**src/rtl/serial_adder_nand.sv**
```systemverilog
// serial_adder_nand: bit-serial N-bit adder driving a single NAND-only full
// adder cell (full_adder_nand) one bit per clock, LSB first.
//
// Ports:
//   clk    rising-edge clock
//   reset  synchronous, active-high reset (priority over start)
//   start  request; accepted only while ready=1
//   a, b   N-bit operands, captured on an accepted start
//   cin    carry-in, captured on an accepted start
//   sub    (SERIAL_ADDER_SUB_EN only) subtract request, captured on start
//   ready  high in IDLE
//   busy   high in ADD
//   done   one-cycle pulse; sum/cout valid
//   sum    N-bit result, held until the next result
//   cout   final carry-out, held with sum
//
// Optional feature macro: SERIAL_ADDER_SUB_EN (adds the sub port; a - b via
// inverted b and forced carry-in of 1, cout=1 meaning no borrow).
//
// Latency: start accepted at end of cycle 0, ADD in cycles 1..N, done in
// cycle N+1, ready again in cycle N+2.

// Nine-NAND full adder cell.
module full_adder_nand (
  input  logic a,
  input  logic b,
  input  logic cin,
  output logic s,
  output logic cout
);
  logic n1, n2, n3, x1, n4, n5, n6;

  always_comb begin
    n1   = ~(a & b);
    n2   = ~(a & n1);
    n3   = ~(b & n1);
    x1   = ~(n2 & n3);   // a ^ b
    n4   = ~(x1 & cin);
    n5   = ~(x1 & n4);
    n6   = ~(cin & n4);
    s    = ~(n5 & n6);   // a ^ b ^ cin
    cout = ~(n1 & n4);   // a&b | cin&(a^b)
  end
endmodule

module serial_adder_nand #(
  parameter int N = 8
) (
  input  logic         clk,
  input  logic         reset,
  input  logic         start,
  input  logic [N-1:0] a,
  input  logic [N-1:0] b,
  input  logic         cin,
`ifdef SERIAL_ADDER_SUB_EN
  input  logic         sub,
`endif
  output logic         ready,
  output logic         busy,
  output logic         done,
  output logic [N-1:0] sum,
  output logic         cout
);
  localparam int CW = $clog2(N + 1);

  typedef enum logic [1:0] {
    IDLE,
    ADD,
    DONE
  } state_t;

  state_t         state_q, state_d;
  logic [N-1:0]   a_sr, b_sr, sum_sr, sum_shift;
  logic           carry;
  logic [CW-1:0]  cnt;
  logic           fa_s, fa_cout;
  logic           sub_eff;
  logic           last_bit;

`ifdef SERIAL_ADDER_SUB_EN
  assign sub_eff = sub;
`else
  assign sub_eff = 1'b0;
`endif

  full_adder_nand u_fa (
    .a    (a_sr[0]),
    .b    (b_sr[0]),
    .cin  (carry),
    .s    (fa_s),
    .cout (fa_cout)
  );

  assign last_bit = (cnt == CW'(N - 1));

  // Written as shift-then-overwrite so the same code holds for N=1.
  always_comb begin
    sum_shift        = sum_sr >> 1;
    sum_shift[N-1]   = fa_s;
  end

  always_ff @(posedge clk) begin
    if (reset) state_q <= IDLE;
    else       state_q <= state_d;
  end

  always_comb begin
    state_d = state_q;
    ready   = 1'b0;
    busy    = 1'b0;
    done    = 1'b0;
    case (state_q)
      IDLE: begin
        ready = 1'b1;
        if (start) state_d = ADD;
      end
      ADD: begin
        busy = 1'b1;
        if (last_bit) state_d = DONE;
      end
      DONE: begin
        done    = 1'b1;
        state_d = IDLE;
      end
      default: state_d = IDLE;
    endcase
  end

  // The result registers load on the final ADD edge (with the last cell
  // output merged in) so that sum/cout are already valid while done is high.
  always_ff @(posedge clk) begin
    if (reset) begin
      a_sr   <= '0;
      b_sr   <= '0;
      sum_sr <= '0;
      carry  <= 1'b0;
      cnt    <= '0;
      sum    <= '0;
      cout   <= 1'b0;
    end else begin
      case (state_q)
        IDLE: begin
          if (start) begin
            a_sr  <= a;
            b_sr  <= sub_eff ? ~b : b;
            carry <= sub_eff | cin;
            cnt   <= '0;
          end
        end
        ADD: begin
          a_sr   <= a_sr >> 1;
          b_sr   <= b_sr >> 1;
          sum_sr <= sum_shift;
          carry  <= fa_cout;
          cnt    <= cnt + CW'(1);
          if (last_bit) begin
            sum  <= sum_shift;
            cout <= fa_cout;
          end
        end
        default: ;
      endcase
    end
  end
endmodule

```
**config.mk**
```make
export PLATFORM = sky130hd
export DESIGN_NAME = serial_adder_nand
export DESIGN_NICKNAME = d
export VERILOG_FILES = /design/src/rtl/serial_adder_nand.sv
export SDC_FILE = /design/constraint.sdc
export NUM_CORES = 1
export LEC_CHECK = 0
export ABC_AREA = 1
export CAP_MARGIN = 20
export CORE_MARGIN = 1.5
export CORE_UTILIZATION = 60
export DETAILED_ROUTE_END_ITERATION = 8
export DONT_BUFFER_PORTS = 1
export PLACE_DENSITY_LB_ADDON = 0.08
export SLEW_MARGIN = 10
export SYNTH_ARGS = -nofsm -noshare
export SYNTH_HDL_FRONTEND = slang
export SYNTH_HIERARCHICAL = 1
export SYNTH_SLANG_ARGS = --single-unit
```
**constraint.sdc**
```tcl
create_clock -name clk -period 3.55 [get_ports clk]
set_clock_uncertainty 0.2 [all_clocks]
set_input_delay 0 -clock clk [delete_from_list [all_inputs] [get_ports clk]]
set_output_delay 0 -clock clk [all_outputs]
set_load 0.05 [all_outputs]
```
==> flow_summary_export.csv <==
group,metric,value,unit
power,p_per_area,471,nW/um^2
global_route,grt_max_degree,32,
global_route,antenna_found_initial,0,
timing,rsz0062_at_grt,"no",
logic_synthesis,synthMuxAreaShare,0,%
global_route,grt_use_total,24.7,%
final_layout,drive_gt1_share,11.0,%
clocking,tritoncts,"done",
clocking,cts-root-buf,"clkbuf_4",
clocking,ctsResizeCount,0,
setup_path,cpPeakStageDelay,720,ps
worst_hold_path,hold_path_class,"primary input to register",
detailed_routing,ant_nets,0,
logic_synthesis,ys_seq_area_share,46.6,%
global_route,grt_pass1_vias,1379,
setup_path,crit_chain,"nor2_1 > nand2_1 > inv_1 > nand2_1 > dlygate4sd3_1 > a21oi_1 > dlygate4sd3_1",
final_layout,area.growth.synth_to_final,16.6,%
timing,fin_tns_setup,0,ps
placement,portBuffers,0,
placement,dpl.hpwl,2190,um
global_route,grt_overflow_total,0,
setup_path,worst_ep_arrival_time,3010,ps
floorplanning,num_io_pins,32,
logic_synthesis,syn_area,1680,um^2
power,ir_drop,436,uV
logic_synthesis,synth_edf_count,0,
floorplanning,core,2570,um^2
power,power_leakage,0.833,nW
timing,relSlewSlack,37.8,%
setup_path,critPathSlowestCell,"nor2_1",
power,comb_power_share,13.9,%
clocking,h-tree-depth,2,
clocking,clk_pin_slew_worst_paths,120,ps
final_layout,final_cell_mix,"50 x nand2_1, 42 x nor2_1, 39 x dfxtp_1",
logic_synthesis,synth_flop_cell,"dfxtp_1",
logic_synthesis,postSynthAreaPerCell,7.45,um^2
final_layout,final_nets,267,
timing,setup_viol,0,
floorplanning,die-width,55.9,um
floorplanning,start_util,65.3,%
logic_synthesis,synth.ff_latch_count,39,
logic_synthesis,synth_cells,225,
setup_path,crit_buf_inv,3,
floorplanning,die_y,55.9,um
timing,min_period,2920,ps
setup_path,crit_family,"buffers and inverters",
power,p_seq_share,52.3,%
setup_path,cp-start-kind,"register",
logic_synthesis,synthArstFlopShare,0,%
floorplanning,die_area,3120,um^2
detailed_routing,drtPass1Iterations,4,
final_layout,fillers,210,
setup_path,r2r_setup_slack,630,ps
logic_synthesis,synthAdderAreaFrac,1.94,%
global_route,grt_pass1_wl,6090,um
logic_synthesis,synth_simple_gate_area_share,29.2,%
logic_synthesis,synth_top_family_by_area,"simple AND/OR/NAND/NOR gates",
setup_path,end_kind,"register",
detailed_routing,viasPerCell,5.51,
clocking,cts_buffer_depth,2,
detailed_routing,routed_wl,3610,um
final_layout,num_antenna_cells,0,
clocking,cts_buffers,5,
timing,fin_crit_sh,82.3,%
placement,routabilityCongestion,0.739,
detailed_routing,via_count,1520,
logic_synthesis,yosysWarnings,6,
power,clkPwrFrac,33.9,%
job,maxCapViolCount,0,
setup_path,worstPathRequired,3640,ps
clocking,cts.sinks,39,
timing,worstMarginPinSlew,929,ps
power,p_int,680,uW
timing,finalHoldViolCount,0,
logic_synthesis,ys_types,24,
timing,holdWs,63.1,ps
logic_synthesis,syn_nets,247,
final_layout,final_common_cell,"nand2_1",
power,switchingPower,241,uW
logic_synthesis,synth_xor_area_share,0,%
detailed_routing,drc,0,
logic_synthesis,synth_compound_area_share,14.4,%
power,total_power,921,uW
status,outcome,"finished clean",
power,p_sw_share,26.2,%
timing,max_freq,342,MHz
detailed_routing,drt_iter0_markers,69,
detailed_routing,wl_per_cell,13.1,um
clocking,insertion_delay,350,ps
final_layout,final_cells,276,
setup_path,crit_path_max_fanout,4,
setup_path,crit_type,"register to register",
floorplanning,num_rows,18,
timing,slew_viol_final,0,
placement,dpl.cell_count,245,
[power by group through the flow]
stage	clock (mW)	combinational, mW	sequential (mW)
after floorplan	0	0.0971	0.487
after global placement	0	0.0982	0.490
after detailed placement	0	0.103	0.491
after CTS	0.314	0.126	0.481
after global routing	0.338	0.143	0.485
final	0.312	0.128	0.482
[what timing repair did]
item	4_1_cts	5_1_grt
buffers inserted	0	0
endpoints found under the setup margin	0	0
hold buffers	23	0
hold endpoints to repair	24	0
[stage by stage]
| step | setup WS [ps] | instance area (um^2) | utilization, % |
|---|---|---|---|
| final | 627 | 1960 | 76.2 |
| after global routing | 482 | 1960 | 76.2 |
| after CTS | 660 | 1960 | 76.2 |
| after detailed placement | 1730 | 1640 | 63.8 |
| after global placement | 1810 | 1640 | 63.8 |
| after floorplan | 1860 | 1680 | - |
[Yosys cell counts, types with 2 or more instances]
library cell	n	share of area, %
buf_4	3	1.3
a21oi_1	13	3.9
nor2_1	42	9.4
nand2_2	12	4.5
buf_2	4	1.2
nand3_1	8	2.4
dfxtp_1	39	47
o21ai_0	29	8.7
inv_1	10	2.2
o21ai_1	2	0.60
nand2_1	50	11
[cell type report]
cell class              instances  area (um^2)  area share, %
multi-input cells             163          763           39.0
flip-flops and latches         39          781           39.9
well taps                      30         37.5           1.92
clock inverters                 2         35.0           1.79
inverters                      12         50.0           2.56
clock buffers                   6         51.3           2.62
repair buffers                 24          238           12.2
[cell families after synthesis]
family          count (synthesis)
fa+ha+maj                       2
flops                          39
simple gates                  115
compound gates                 46
buf+inv                        23
[registers in the layout (all words and copies together), names as in the netlist]
name	flops
a_sr	8
b_sr	8
carry	1
cnt	4
cout	1
state_q	2
sum	8
sum_sr	7
[worst paths after layout]
kind / endpoint / start / cells after the start
min reg2reg: sum_sr[5]$_SDFFE_PP0P_ / sum_sr[5]$_SDFFE_PP0P_ / 2
max: a_sr[7]$_SDFFE_PP0P_ / state_q[0]$_SDFFE_PP0P_ / 7
min: sum_sr[5]$_SDFFE_PP0P_ / reset / 3
max reg2reg: a_sr[7]$_SDFFE_PP0P_ / state_q[0]$_SDFFE_PP0P_ / 7
[worst register-to-register path, delay by kind of cell (launching register included)]
kind	cells	cell delay, ps
and+or+nand+nor	3	930
AOI/OAI and AO/OA	1	130
DFF	1	380
buffers and inverters	3	1230
[routing by layer]
layer	global-route usage (%)	up-vias	wire [um]
li1	-	752	-
met1	32.1	707	1570
met2	40.0	52	1730
met3	6.98	9	246
met4	7.82	0	58
met5	0	-	0
Power figures use the tool's default switching activity.
